===== config.mk =====
export PLATFORM = sky130hd
export DESIGN_NAME = int_alu_issue
export DESIGN_NICKNAME = d
export VERILOG_FILES = /design/src/rtl/int_alu_pkg.sv /design/src/rtl/alu_req_fifo.sv /design/src/rtl/int_alu_issue.sv
export SDC_FILE = /design/constraint.sdc
export NUM_CORES = 1
export LEC_CHECK = 0
export ABC_AREA = 0
export BUFFER_PORTS_ARGS = -buffer_cell sky130_fd_sc_hd__buf_2
export CAP_MARGIN = 10
export CORE_ASPECT_RATIO = 0.6
export CORE_MARGIN = 1
export CORE_UTILIZATION = 35
export CTS_CLUSTER_SIZE = 8
export DETAILED_ROUTE_END_ITERATION = 6
export PLACE_DENSITY_LB_ADDON = 0.1
export SYNTH_ARGS = -nofsm -noshare
export SYNTH_HDL_FRONTEND = slang
export SYNTH_SLANG_ARGS = --single-unit

===== constraint.sdc =====
create_clock -name clk -period 4.7 [get_ports clk]
set_clock_uncertainty 0.1 [all_clocks]
set_input_delay 0.235 -clock clk [delete_from_list [all_inputs] [get_ports clk]]
set_output_delay 0.235 -clock clk [all_outputs]
set_load 0.05 [all_outputs]

===== src/rtl/int_alu_pkg.sv =====
// Shared types and constants for the integer ALU and its issue front end.
package int_alu_pkg;

    localparam int unsigned ALU_XLEN = 64;
    localparam int unsigned ALU_OPC_W = 5;

    typedef enum logic [2:0] {
        ALU_ADD     = 3'd0,
        ALU_SUB     = 3'd1,
        ALU_AND     = 3'd2,
        ALU_OR      = 3'd3,
        ALU_XOR     = 3'd4,
        ALU_SLL     = 3'd5,
        ALU_SRL     = 3'd6,
        ALU_ILLEGAL = 3'd7
    } alu_op_e;

    typedef struct packed {
        logic [ALU_XLEN-1:0]  op_a;
        logic [ALU_XLEN-1:0]  op_b;
        logic [ALU_OPC_W-1:0] opcode;
    } alu_req_t;

    localparam int unsigned ALU_REQ_W = $bits(alu_req_t);

    // Reserved upper opcode bits or the unimplemented op encoding make a request illegal.
    function automatic logic opcode_illegal(input logic [ALU_OPC_W-1:0] opc);
        return (opc[2:0] == 3'(ALU_ILLEGAL)) || (opc[4:3] != 2'b00);
    endfunction

endpackage


===== src/rtl/alu_req_fifo.sv =====
// In-order synchronous FIFO holding pending ALU requests; head is visible combinationally.
module alu_req_fifo #(
    parameter int unsigned DEPTH = 4,
    parameter int unsigned WIDTH = 8
) (
    input  logic                       clk,
    input  logic                       rst_n,
    input  logic                       push_i,
    input  logic [WIDTH-1:0]           wdata_i,
    input  logic                       pop_i,
    output logic [WIDTH-1:0]           rdata_c,
    output logic [$clog2(DEPTH+1)-1:0] count_o,
    output logic                       full_c,
    output logic                       empty_c
);

    localparam int unsigned PTR_W = $clog2(DEPTH);
    localparam int unsigned CNT_W = $clog2(DEPTH+1);

    logic [WIDTH-1:0] mem_q [DEPTH];
    logic [PTR_W:0]   wr_ptr_q, wr_ptr_d;
    logic [PTR_W:0]   rd_ptr_q, rd_ptr_d;
    logic [CNT_W-1:0] count_q, count_d;
    logic             do_push;
    logic             do_pop;

    // Extra pointer MSB distinguishes full from empty when the indices match.
    assign empty_c = (wr_ptr_q == rd_ptr_q);
    assign full_c  = (wr_ptr_q[PTR_W] != rd_ptr_q[PTR_W]) &&
                     (wr_ptr_q[PTR_W-1:0] == rd_ptr_q[PTR_W-1:0]);

    assign do_push = push_i && !full_c;
    assign do_pop  = pop_i && !empty_c;

    assign rdata_c = mem_q[rd_ptr_q[PTR_W-1:0]];
    assign count_o = count_q;

    always_comb begin
        wr_ptr_d = wr_ptr_q;
        rd_ptr_d = rd_ptr_q;
        count_d  = count_q;
        if (do_push) begin
            wr_ptr_d = wr_ptr_q + (PTR_W+1)'(1);
        end
        if (do_pop) begin
            rd_ptr_d = rd_ptr_q + (PTR_W+1)'(1);
        end
        count_d = count_q + CNT_W'(do_push) - CNT_W'(do_pop);
    end

    always_ff @(posedge clk or negedge rst_n) begin
        if (!rst_n) begin
            wr_ptr_q <= '0;
            rd_ptr_q <= '0;
            count_q  <= '0;
        end else begin
            wr_ptr_q <= wr_ptr_d;
            rd_ptr_q <= rd_ptr_d;
            count_q  <= count_d;
        end
    end

    // Payload storage needs no reset: entries are only read once the pointers say they are valid.
    always_ff @(posedge clk) begin
        if (do_push) begin
            mem_q[wr_ptr_q[PTR_W-1:0]] <= wdata_i;
        end
    end

endmodule


===== src/rtl/int_alu_issue.sv =====
// Issue/collect front end for int_alu: request FIFO, ALU drive, and a registered response stage.
module int_alu_issue
    import int_alu_pkg::*;
#(
    parameter int unsigned DEPTH = 4,
    parameter int unsigned TAG_W = 4
) (
    input  logic                       clk,
    input  logic                       rst_n,
    input  logic                       req_valid,
    output logic                       req_ready,
    input  logic [ALU_XLEN-1:0]        req_op_a,
    input  logic [ALU_XLEN-1:0]        req_op_b,
    input  logic [ALU_OPC_W-1:0]       req_opcode,
    input  logic [TAG_W-1:0]           req_tag,
    output logic [ALU_XLEN-1:0]        alu_op_a,
    output logic [ALU_XLEN-1:0]        alu_op_b,
    output logic [ALU_OPC_W-1:0]       alu_opcode,
    input  logic [ALU_XLEN-1:0]        alu_result,
    input  logic                       alu_valid,
    output logic                       rsp_valid,
    input  logic                       rsp_ready,
    output logic [ALU_XLEN-1:0]        rsp_result,
    output logic [TAG_W-1:0]           rsp_tag,
    output logic                       rsp_illegal,
    output logic [$clog2(DEPTH+1)-1:0] occupancy
);

    localparam int unsigned CNT_W = $clog2(DEPTH+1);

    typedef struct packed {
        alu_req_t         req;
        logic [TAG_W-1:0] tag;
    } fifo_entry_t;

    localparam int unsigned ENTRY_W = $bits(fifo_entry_t);

    fifo_entry_t         push_entry;
    fifo_entry_t         head_entry;
    logic [ENTRY_W-1:0]  head_raw;
    logic                fifo_full;
    logic                fifo_empty;
    logic [CNT_W-1:0]    fifo_count;
    logic                push;
    logic                cap;
    logic                head_illegal;
    logic [CNT_W-1:0]    count_nxt;

    logic                req_ready_q, req_ready_d;
    logic                rsp_valid_q, rsp_valid_d;
    logic [ALU_XLEN-1:0] rsp_result_q, rsp_result_d;
    logic [TAG_W-1:0]    rsp_tag_q, rsp_tag_d;
    logic                rsp_illegal_q, rsp_illegal_d;

    assign push_entry.req.op_a   = req_op_a;
    assign push_entry.req.op_b   = req_op_b;
    assign push_entry.req.opcode = req_opcode;
    assign push_entry.tag        = req_tag;

    // req_ready is registered, so a push is only ever offered when the FIFO had room.
    assign push = req_valid && req_ready_q;
    assign cap  = !fifo_empty && alu_valid && (!rsp_valid_q || rsp_ready);

    alu_req_fifo #(
        .DEPTH (DEPTH),
        .WIDTH (ENTRY_W)
    ) u_fifo (
        .clk     (clk),
        .rst_n   (rst_n),
        .push_i  (push),
        .wdata_i (push_entry),
        .pop_i   (cap),
        .rdata_c (head_raw),
        .count_o (fifo_count),
        .full_c  (fifo_full),
        .empty_c (fifo_empty)
    );

    assign head_entry   = fifo_entry_t'(head_raw);
    assign head_illegal = opcode_illegal(head_entry.req.opcode);

    // ALU sees zeros whenever there is nothing to issue.
    always_comb begin
        alu_op_a   = '0;
        alu_op_b   = '0;
        alu_opcode = '0;
        if (!fifo_empty) begin
            alu_op_a   = head_entry.req.op_a;
            alu_op_b   = head_entry.req.op_b;
            alu_opcode = head_entry.req.opcode;
        end
    end

    // Ready tracks next-cycle occupancy; a pop in the same cycle as full does not open a bypass.
    always_comb begin
        count_nxt   = fifo_count + CNT_W'(push) - CNT_W'(cap);
        req_ready_d = (count_nxt != CNT_W'(DEPTH));
    end

    always_comb begin
        rsp_valid_d   = rsp_valid_q;
        rsp_result_d  = rsp_result_q;
        rsp_tag_d     = rsp_tag_q;
        rsp_illegal_d = rsp_illegal_q;
        if (cap) begin
            rsp_valid_d   = 1'b1;
            rsp_result_d  = head_illegal ? '0 : alu_result;
            rsp_tag_d     = head_entry.tag;
            rsp_illegal_d = head_illegal;
        end else if (rsp_valid_q && rsp_ready) begin
            rsp_valid_d = 1'b0;
        end
    end

    always_ff @(posedge clk or negedge rst_n) begin
        if (!rst_n) begin
            req_ready_q   <= 1'b0;
            rsp_valid_q   <= 1'b0;
            rsp_result_q  <= '0;
            rsp_tag_q     <= '0;
            rsp_illegal_q <= 1'b0;
        end else begin
            req_ready_q   <= req_ready_d;
            rsp_valid_q   <= rsp_valid_d;
            rsp_result_q  <= rsp_result_d;
            rsp_tag_q     <= rsp_tag_d;
            rsp_illegal_q <= rsp_illegal_d;
        end
    end

    assign req_ready   = req_ready_q;
    assign rsp_valid   = rsp_valid_q;
    assign rsp_result  = rsp_result_q;
    assign rsp_tag     = rsp_tag_q;
    assign rsp_illegal = rsp_illegal_q;
    assign occupancy   = fifo_count;

endmodule


## After elaboration in Yosys (flattened, before gate mapping)

Memory sizes are Yosys's and may differ from the RTL's.
Index checks and enable logic that the tools add are counted.

- $add $sub $neg: 6
- $mul: 0
- Divide/modulo/power cells: 0
- Order comparisons: 0
- Eq/ne operators: 5
- Shifts and indexed selects: 0
- Muxes and demuxes: 8
- Bitwise logic cells: 0
- Reduce and logical (&&, ||, !) cells: 14

Operators with widths:

| operator | count |
|---|---|
| 64-bit two-way mux | 3 |
| 1-bit logical AND | 7 |
| 3-bit by 1-bit adder with 3-bit output | 2 |
| 3-bit by 1-bit adder with 3-bit output (second input constant) | 2 |
| 3-bit by 1-bit subtractor with 3-bit output | 2 |
| 5-bit two-way mux | 1 |
| 1-bit two-way mux | 4 |
| 2-bit nonzero test | 2 |
| 3-bit == test | 1 |
| 3-bit == test (second input constant) | 1 |
| 1-bit zero test | 3 |
| 3-bit inequality test (second input constant) | 1 |
| 2-bit == test | 1 |
| 1-bit logical OR | 2 |
| 1-bit inequality test | 1 |

- Flip-flop bits (word level): 80
- Latch bits: 0
- Memory bits (writable): 548
- Memory bits (read-only): 0
- Input bits: 206
- Memories: 1

Memories:

| name | words | width | read ports | clocked after memory_dff | write ports | line | RTL |
|---|---|---|---|---|---|---|---|
| u_fifo.mem_q | 4 | 137 | 1 | 0 | 1 | alu_req_fifo.sv:20 | `logic [WIDTH-1:0] mem_q [DEPTH];` |

## Logic depth before layout (Yosys ltp)

Gate-level depths: netlist (run 1).

- Depth after elaboration: 6
- Depth in mapped cells: 13

## Cells and area by module

Synthesis (run 1) repeated with hierarchy kept, for this count alone.

- Cells, all modules: 1,226
- Area total of the unflattened synthesis: 24,511.0 um^2

Modules (own cells, without submodules):

| module | instances | cells an instance | area each (um^2) | seq. area each (um^2) |
|---|---|---|---|---|
| alu_req_fifo | 1 | 778 | 20,409.6 | 16,681.0 |
| int_alu_issue | 1 | 448 | 4,101.4 | 1,776.7 |

## Least setup slack after synthesis (run 1)

No wires, ideal clock.

- Path kind: reg-to-reg
- Start: register req_ready_q, in the netlist req_ready
- End: memory u_fifo.mem_q[3][0] in the netlist's numbering, enable pin
- Setup time: 0.514 ns
- Arrival time: 4.289 ns
- Data required time: 4.086 ns
- Setup slack: -0.203 ns
- Cell stages (with the launch flop): 4
- Buffers on the path: 0
- Path through: dfrtp_1 > and2_1 > o31a_1 > and2_1

- Longest elaborated chain between the ends: 4

Ends and longest elaborated chain:

| element | line | RTL |
|---|---|---|
| start: declaration | int_alu_issue.sv:49 | `logic req_ready_q, req_ready_d;` |
| start signal: assignment | int_alu_issue.sv:123 | `req_ready_q <= req_ready_d;` |
| 1-bit logical AND | int_alu_issue.sv:61 | `assign push = req_valid && req_ready_q;` |
| 1-bit logical AND | alu_req_fifo.sv:32 | `assign do_push = push_i && !full_c;` |
| via u_fifo.do_push | alu_req_fifo.sv:24 | `logic do_push;` |
| 1-bit two-way mux | alu_req_fifo.sv:65 | `if (do_push) begin` |
| 1-bit two-way mux (not written as such) | alu_req_fifo.sv:66 | `mem_q[wr_ptr_q[PTR_W-1:0]] <= wdata_i;` |
| end: declaration | alu_req_fifo.sv:20 |  |

The timed path passes the listed nets, and every way through them passes these cells.

## Worst setup path after layout (run 1)

- Start: register u_fifo.rd_ptr_q[0]
- End: output port alu_op_b[46]

- Longest elaborated chain between the ends: 2
- Elaborated cells on any way between the ends: 3

Ends and longest elaborated chain:

| element | line | RTL |
|---|---|---|
| start: declaration | alu_req_fifo.sv:22 | `logic [PTR_W:0] rd_ptr_q, rd_ptr_d;` |
| start signal: assignment | alu_req_fifo.sv:58 | `rd_ptr_q <= rd_ptr_d;` |
| memory 4 x 137 bit / 3-bit == test (equally long branches) | -- |  |
| 64-bit two-way mux * | int_alu_issue.sv:87 | `if (!fifo_empty) begin` |
| end: declaration | int_alu_issue.sv:17 | `output logic [ALU_XLEN-1:0] alu_op_b,` |

Mark *: on every way between the ends. The rest lies on a longest branch, timed or not.

==> flow_summary.json, run 1 <==
{
  "status": "finished, final reports clean",
  "avgRoutedWirePerCell_um": 21.0,
  "dp_hpwl_um": 34800,
  "use_met2_pct": 26.4,
  "grtUsageTotal_pct": 17.0,
  "cp_top_family": "buffers and inverters",
  "clockBufferDepth": 3,
  "path_clk_slew_ps": 50,
  "die_y_um": 205,
  "grt_overflow": 0,
  "rsz0062_at_grt": "false",
  "cts_resized": 0,
  "vias_per_cell": 4.74,
  "fin_nets": 2096,
  "syn_nets": 1430,
  "cts_root_buffer": "clkbuf_16",
  "slew_violations": 0,
  "numCtsBuffers": 88,
  "port_buffers": 412,
  "synth_area_leaders": "edfxtp_1, mux4_2, dfrtp_1, nor2b_1, nand2_1",
  "postCtsSetupBuffers": 0,
  "num_io_pins": 413,
  "holdWs_ps": 42.4,
  "period_needed_ps": 3550,
  "grt_max_degree": 140,
  "synth_seq_area_share_pct": 77.1,
  "core-area_um2": 67000,
  "cts_tree": "built",
  "critPathBufInv": 2,
  "drive_gt1_share_pct": 35.8,
  "synth_top_area_cell": "edfxtp_1",
  "antenna_found_initial": 4,
  "vias": 13300,
  "tightest_slew_ps": 1070,
  "syn_area_per_cell_um2": 19.7,
  "die_w_um": 340,
  "totalWireLength_um": 59000,
  "ant_nets": 0,
  "ys_ff_latch": 628,
  "drt_first_pass_iters": 5,
  "finalSetupTns_ps": 0,
  "worst_setup_path_end_kind": "output pin",
  "clock_latency_ps": 610,
  "hold_viol_final": 0,
  "grt_pass1_vias": 14100,
  "grt_pass1_wl_um": 88100,
  "slew_headroom_pct": 28.8,
  "netlist.area_leader.share_pct": 68.7,
  "yosysUniqueCellTypes": 28,
  "drc": 0,
  "critPathKind": "reg2out",
  "gp_congestion": 0.736,
  "cts_sinks": 628,
  "maxCapViolations": 0,
  "hold_path.class": "in2reg",
  "grt_use_met3_pct": 4.37,
  "die-area_um2": 69500,
  "crit_slowest_cell": "buf_4",
  "std_cell_rows": 73,
  "crit_path_max_incr_delay_ps": 790,
  "syn_inst": 1213,
  "busiest_layer": "met2",
  "htree_num_levels": 3,
  "cp.arrival_ps": 3210,
  "start_util_pct": 35.8,
  "crit_path_cell_trace": "buf_4 -> mux4_2 -> nor2b_1 -> buf_2",
  "critPathLaunchType": "flop",
  "max_freq_mhz": 282,
  "setup_viol": 0,
  "syn_area_um2": 23900,
  "fin_crit_sh_pct": 75.5,
  "cp_data_required_time_ps": 4370,
  "area_delta_synth_final_pct": 32.1,
  "cp_max_fo": 45,
  "grtUsageMet1_pct": 23.4,
  "synth_warnings": 0,
  "dr.first_iter.drc_count": 793
}
-- kinds of logic (layout without fill, tap and decap cells) --
family,count (synthesis),after routing,synth area share (%)
other,0,2,0
adders and majority gates,11,11,0.638
muxes,141,141,13.1
xor gates and xnor gates,11,11,0.402
and+or+nand+nor,339,339,7.12
buffers and inverters,77,768,1.43
DFF,628,628,77.1
AOI/OAI and AO/OA,6,6,0.230
-- sequential cells by signal, summed over array words and instances, names as in the netlist --
name and flops:
u_fifo.wr_ptr_q 3, req_ready 1, rsp_valid 1, u_fifo.mem_q 548
rsp_tag 4, u_fifo.rd_ptr_q 3, rsp_result 64, rsp_illegal 1
u_fifo.count_o 3
-- layer usage --
layer  part of all wire [%]  vias to the layer above  wire, um
li1                       -                     6020         -
met5                  0.046                        -        27
met1                     46                     6866     27000
met4                    2.4                        4      1390
met2                     47                      309     27600
met3                    5.0                      100      2950
-- path summary, 6_finish.rpt --
| check | start | end | slack, ps | cells after the start |
|---|---|---|---|---|
| worst max-delay path | u_fifo.rd_ptr_q[0] | alu_op_b[46] | 1150 | 4 |
| worst min-delay path | req_valid | req_ready | 40 | 4 |
| worst max register to register | u_fifo.rd_ptr_q[0] | u_fifo.mem_q[0][101] | 1620 | 4 |
| worst min register to register | rsp_result[25] | rsp_result[25] | 370 | 2 |
| max in group asynchronous | rst_n | u_fifo.rd_ptr_q[1] | 3440 | 2 |
| min in group asynchronous | rst_n | rsp_result[55] | 260 | 2 |
-- area by class of cell --
cell class | count | area, um2
Timing Repair Buffer | 642 | 4460
Fill cell | 5782 | 35300
Clock buffer | 109 | 2300
Sequential cell | 628 | 18500
Inverter | 11 | 41.3
Multi-Input combinational cell | 508 | 5180
Tap cell | 900 | 1130
Clock inverter | 6 | 42.5
Antenna cell | 2 | 5.00
-- timing repair --
action,4_1_cts,5_1_grt
endpoints found under the setup margin,0,0
hold endpoints to repair,693,0
hold buffers,204,0
-- cell usage after synthesis --
cell type / number
edfxtp_1: 548
mux4_2: 137
nand2_1: 133
nor2b_1: 133
dfrtp_1: 80
nand3_1: 64
clkbuf_1: 33
buf_2: 18
inv_1: 10
ha_1: 9
buf_1: 8
buf_4: 6
xor2_1: 6
and2_1: 5
xnor2_1: 5
mux2_2: 4
fa_1: 2
o21ai_0: 2
a21oi_1: 1
a311oi_2: 1
buf_6: 1
inv_2: 1
nand2b_1: 1
nand3b_1: 1
nor2_1: 1
nor3_1: 1
o311ai_2: 1
o31a_1: 1
-- worst min-delay path: cells and delay by family --
kind | cells | cell delay [ps]
fa+ha+maj | 1 | 140
simple gates | 2 | 270
buf+inv | 1 | 70
-- cell usage in the layout (no fill, tap or decap), types with 2 or more instances in the layout --
master         instances
and2_4                 4
clkinv_1               2
nand3_1               64
inv_6                  4
nor2b_1              133
xnor2_1                5
clkbuf_1              20
inv_1                 10
diode_2                2
mux2_2                 4
clkbuf_16             89
mux4_2               137
fa_1                   2
buf_4                 14
edfxtp_1             548
buf_12                13
o21ai_0                2
xor2_1                 6
dfrtp_4                2
dfrtp_1               78
ha_1                   9
buf_2                411
dlygate4sd3_1        204
nand2_1              133
-- stage by stage --
stage / cell area (um2) / setup WS, ps / cells / utilization [%]
2_1_floorplan: 23900 / 1340 / 1213 / -
3_3_place_gp: 27200 / 1570 / 2485 / 40.7
4_1_cts: 31600 / 988 / 2804 / 47.2
6_report: 31600 / 1150 / 2806 / 47.2
5_1_grt: 31600 / 871 / 2806 / 47.2
3_5_place_dp: 27200 / 1540 / 2485 / 40.7
Power of run 1 is left out: the tool's default activity adds up to more than one toggle a clock period on the data nets, which glitch-free logic cannot reach.
==> run 2: changes to the inputs <==
ABC_AREA = 1   (was 0)
clock period = 3.6 ns   (was 4.7 ns; I/O delays follow)
==> run 2 against run 1 <==
First-iteration DRC count is 45% higher. Global-route usage grew 1.7 points. Utilization is 0.90 points lower. Final cell count increased by 28%. Sequential share of layout area is 1.5 points lower. Register-to-register slack lost 770 ps. Routed wire length rose by 16%.
==> flow_summary.json, run 2 <==
{
  "yosysMostFrequentCell": "edfxtp_1",
  "numCtsBuffers": 88,
  "max_freq_mhz": 300,
  "wl_met3_um": 3190,
  "port_buffers": 412,
  "synth_edf_count": 548,
  "slew_violations": 0,
  "mostFrequentLayoutCells": "edfxtp_1, buf_2, o21ai_0",
  "fin_crit_sh_pct": 92.5,
  "die-area_um2": 72100,
  "yosysUniqueCellTypes": 24,
  "grt_overflow": 0,
  "ys_ff_latch": 628,
  "synthMuxAreaShare_pct": 0,
  "critPathKind": "reg2out",
  "final_common_cell": "edfxtp_1",
  "avgRoutedWirePerCell_um": 19.1,
  "synth_common_cells": "edfxtp_1, o21ai_0, nor2_1, nand2_1, inv_1",
  "fin_nets": 2839,
  "r2r_cells": 13,
  "rsz0062_at_grt": "false",
  "synth_top_area_cell": "edfxtp_1",
  "syn_area_per_cell_um2": 12.3,
  "gp_congestion": 0.760,
  "maxCapViolations": 0,
  "synth_seq_area_share_pct": 74.3,
  "dr.first_iter.drc_count": 1152,
  "antenna_found_initial": 9,
  "grt_pass1_wl_um": 105000,
  "syn_inst": 2022,
  "cts_tree": "built",
  "fill_cells": 6414,
  "synth_top_family_by_area": "simple AND/OR/NAND/NOR gates",
  "largest_reg_flops": 548,
  "synth_compound_area_share_pct": 9.99,
  "setup_viol": 0,
  "drt_first_pass_iters": 5,
  "syn_nets": 2239,
  "vias_per_cell": 4.89,
  "cp.arrival_ps": 3050,
  "async_flop_share_pct": 12.7,
  "synth_area_leaders": "edfxtp_1, dfrtp_1, o21ai_0, nor2_1, nand2_1",
  "ant_nets": 0,
  "clock_latency_ps": 630,
  "r2r_slack_ps": 850,
  "start_util_pct": 35.5,
  "synthAdderAreaFrac_pct": 0.614,
  "num_io_pins": 413,
  "drive_gt1_share_pct": 21.0,
  "r2r_end": "req_ready",
  "yosys.area_share.simple_pct": 10.0,
  "tightest_slew_ps": 1080,
  "period_needed_ps": 3330,
  "synth_xor_area_share_pct": 0.176,
  "grt_max_degree": 223,
  "ys.flop_type": "edfxtp_1",
  "area_delta_synth_final_pct": 30.7,
  "vias": 17500,
  "drc": 0,
  "endpoint": "alu_op_a[2]",
  "top_layer_used": "met5",
  "grt_pass1_vias": 17500,
  "fin_cells": 3580,
  "dp_cells": 3252,
  "die_y_um": 208,
  "core-area_um2": 70100,
  "grtUsageTotal_pct": 18.8,
  "critPathLaunch": "u_fifo.rd_ptr_q[0]",
  "std_cell_rows": 75,
  "register_area_um2": 18500,
  "slew_headroom_pct": 27.9,
  "worst_setup_path_end_kind": "output pin",
  "cts_resized": 0,
  "hold_path.class": "in2reg",
  "htree_num_levels": 3,
  "cp_data_required_time_ps": 3320,
  "hold_viol_final": 0,
  "netlist.area_leader.share_pct": 66.2,
  "status": "finished, final reports clean",
  "synth_warnings": 0,
  "die_w_um": 346,
  "critPathLaunchType": "flop",
  "cts_sinks": 628,
  "cp_max_fo": 94,
  "dp_hpwl_um": 36800,
  "reg2reg_from": "u_fifo.rd_ptr_q[1]",
  "clockBufferDepth": 3,
  "syn_area_um2": 24900,
  "cts_root_buffer": "clkbuf_16",
  "dr_wl_met2_um": 31400,
  "path_clk_slew_ps": 50,
  "totalWireLength_um": 68400,
  "m1WireLength_um": 32100,
  "multi_input_area_um2": 5220
}
==> run 2: cell type report <==
cell class / count / share of cell area [%]
Sequential cell: 628 / 56.9
Multi-Input combinational cell: 1088 / 16.1
Timing Repair Buffer: 649 / 14.1
Clock buffer: 109 / 7.02
Tap cell: 924 / 3.56
Inverter: 167 / 1.96
Clock inverter: 8 / 0.428
Antenna cell: 7 / 0.0539
==> run 2: how the worst min path moves through the flow <==
stage | startpoint | endpoint | slack, ps | cells after the start
floorplan | rst_n | req_ready | -220 | 0
global placement | rst_n | rsp_result[46] | 230 | 1
detailed placement | rst_n | rsp_result[46] | 240 | 1
CTS | rsp_ready | rsp_tag[3] | 20 | 6
global route | rsp_ready | u_fifo.rd_ptr_q[1] | 80 | 5
finish | rsp_ready | rsp_tag[3] | 60 | 6
==> run 2: routing by layer <==
| metal | up-vias | track usage, % |
|---|---|---|
| li1 | 8373 | - |
| met1 | 8588 | 26.4 |
| met2 | 415 | 29.1 |
| met3 | 113 | 3.91 |
| met4 | 6 | 6.01 |
| met5 | - | 0 |
==> run 2: cell families (layout without fill, tap and decap cells) <==
family | count (synthesis) | count (layout)
other cells | 0 | 7
simple gates | 609 | 609
xor+xnor | 5 | 5
buf+inv | 306 | 933
compound gates | 463 | 463
fa+ha+maj | 11 | 11
flops | 628 | 628
==> run 2: per-stage QoR <==
| stage | setup slack [ps] | util (%) | setup TNS (ps) | hold WS, ps | instance area, um2 |
|---|---|---|---|---|---|
| 2_1_floorplan | -63.4 | - | -26510 | -216 | 24900 |
| 4_1_cts | 208 | 46.3 | 0 | 19.4 | 32500 |
| 5_1_grt | 31.7 | 46.3 | 0 | 75.9 | 32500 |
| 6_report | 271 | 46.3 | 0 | 63.1 | 32500 |
| 3_3_place_gp | 802 | 39.9 | 0 | 231 | 28000 |
| 3_5_place_dp | 780 | 39.9 | 0 | 241 | 28000 |
==> run 2: repair_timing <==
item / CTS / global route
hold buffers: 204 / 0
setup buffers: 0 / 0
endpoints found under the hold margin: 683 / 0
==> run 2: worst max-delay path, stage by stage, from the launching register on <==
cell and delay [ps]:
dfrtp_4 530, inv_8 170, buf_4 760, o21ai_0 170, o22ai_1 180, nand2_1 80
inv_1 130, buf_2 280
Power of run 2 is left out for the same reason.
==> run 3: changes to the inputs <==
RECOVER_POWER = 25   (was not set)
==> run 3 against run 2 <==
Final cell count hardly changed. Routed wire length hardly changed. Worst setup slack better by 5.3 ps. Critical path depth stayed put. Flip-flop and latch count stayed put. Via count is 0.13% higher. Sequential share of layout area is 0.20 points higher. First-iteration DRC count is 4.1% higher. Utilization is 0.16 points lower. Die area stayed put. Register-to-register slack hardly changed. Highest routed layer unchanged.
==> flow_summary.json, run 3 (synthesis gave the netlist of run 2 again) <==
{
  "drc": 0,
  "port_buffers": 412,
  "area_delta_synth_final_pct": 30.2,
  "vias": 17500,
  "grt_pass1_vias": 17500,
  "crit_path_cell_trace": "inv_4 -> buf_4 -> o21ai_0 -> o22ai_1 -> nand2_1 -> inv_1 -> buf_2",
  "fin_crit_sh_pct": 92.3,
  "start_util_pct": 35.5,
  "ant_nets": 0,
  "post-place-ws_ps": 780,
  "cts_sinks": 628,
  "hold_viol_final": 0,
  "cp_data_required_time_ps": 3320,
  "antenna_found_initial": 9,
  "finalSetupTns_ps": 0,
  "setup_viol": 0,
  "tightest_slew_ps": 1090,
  "dp_cells": 3252,
  "period_needed_ps": 3320,
  "cp_top_family": "buffers and inverters",
  "gp_congestion": 0.760,
  "core-area_um2": 70100,
  "crit_path_max_incr_delay_ps": 720,
  "drive_gt1_share_pct": 17.5,
  "worst_setup_path_end_kind": "output pin",
  "die-area_um2": 72100,
  "slew_violations": 0,
  "cts_root_buffer": "clkbuf_16",
  "dr.first_iter.drc_count": 1199,
  "crit_slowest_cell": "buf_4",
  "largest_reg_flops": 548,
  "max_freq_mhz": 301,
  "cts_tree": "built",
  "htree_num_levels": 3,
  "totalWireLength_um": 68300,
  "hold_path.class": "in2reg",
  "clock_latency_ps": 630,
  "fin_cells": 3581,
  "cp_max_fo": 73,
  "cp.arrival_ps": 3040,
  "fin_nets": 2839,
  "status": "finished, final reports clean",
  "final_area_um2": 32400,
  "critPathKind": "reg2out",
  "final_common_cell": "edfxtp_1",
  "dpl_cell_area_um2": 28000,
  "die_y_um": 208,
  "maxCapViolations": 0,
  "std_cell_rows": 75,
  "avgRoutedWirePerCell_um": 19.1,
  "fill_cells": 6453,
  "numCtsBuffers": 88,
  "drt_first_pass_iters": 5,
  "grt_max_degree": 223,
  "path_clk_slew_ps": 50,
  "rsz0062_at_grt": "false",
  "critPathLaunchType": "flop",
  "clockBufferDepth": 3,
  "critPathBufInv": 4,
  "num_io_pins": 413,
  "finalWorstSetupSlack_ps": 277,
  "grt_overflow": 0,
  "die_w_um": 346,
  "slew_headroom_pct": 27.3,
  "mostFrequentLayoutCells": "edfxtp_1, buf_2, o21ai_0",
  "dp_hpwl_um": 36800,
  "grt_pass1_wl_um": 105000,
  "grtUsageTotal_pct": 18.8,
  "vias_per_cell": 4.89
}
## run 3: cell count changes in the layout (fill, tap and decap cells not counted)
cell	delta
buf_2	-94
clkbuf_1	+94
diode_2	+1
## run 3: cell type report
class / instances / area, um2 / area share (%)
inverters: 167 / 637 / 1.97
diodes: 8 / 20.0 / 0.0619
repair buffers: 649 / 4450 / 13.7
well taps: 924 / 1160 / 3.57
clock buffers: 109 / 2280 / 7.05
clock inverters: 8 / 139 / 0.429
flip-flops and latches: 628 / 18500 / 57.1
multi-input cells: 1088 / 5220 / 16.1
## run 3: path summary, 6_finish.rpt
check	slack, ps	to	depth (start not counted)	from
min in group asynchronous	130	rsp_result[40]	2	rst_n
hold / removal	70	rsp_tag[3]	6	rsp_ready
setup reg to reg	860	req_ready	13	u_fifo.rd_ptr_q[1]
setup / recovery	280	alu_op_b[7]	7	u_fifo.rd_ptr_q[1]
max in group asynchronous	2460	rsp_result[30]	3	rst_n
hold reg to reg	380	rsp_result[29]	2	rsp_result[29]
## run 3: worst reg2reg max path, delay by kind of cell, from the launching register on
family        cells  cell delay (ps)
fa+ha+maj         3              890
buf+inv           4              390
simple gates      6              760
flops             1              500
## run 3: routing by layer
metal,track usage (%),up-vias,share of wire [%]
met5,0,-,0.048
met4,6.01,6,2.4
met3,3.91,114,4.6
met2,29.1,427,46
met1,26.4,8595,47
li1,-,8376,-
## run 3: what timing repair did
item / in CTS / in global routing
endpoints found under the hold margin: 683 / 0
setup buffers: 0 / 0
gates resized for setup: 0 / 0
hold buffers: 204 / 0
## run 3: metrics by stage
stage | util, % | hold slack [ps]
finish | 46.2 | 71.8
CTS | 46.3 | 19.4
global placement | 39.9 | 231
global route | 46.2 | 75.9
floorplan | - | -216
detailed placement | 39.9 | 241
Power of run 3 is left out for the same reason.
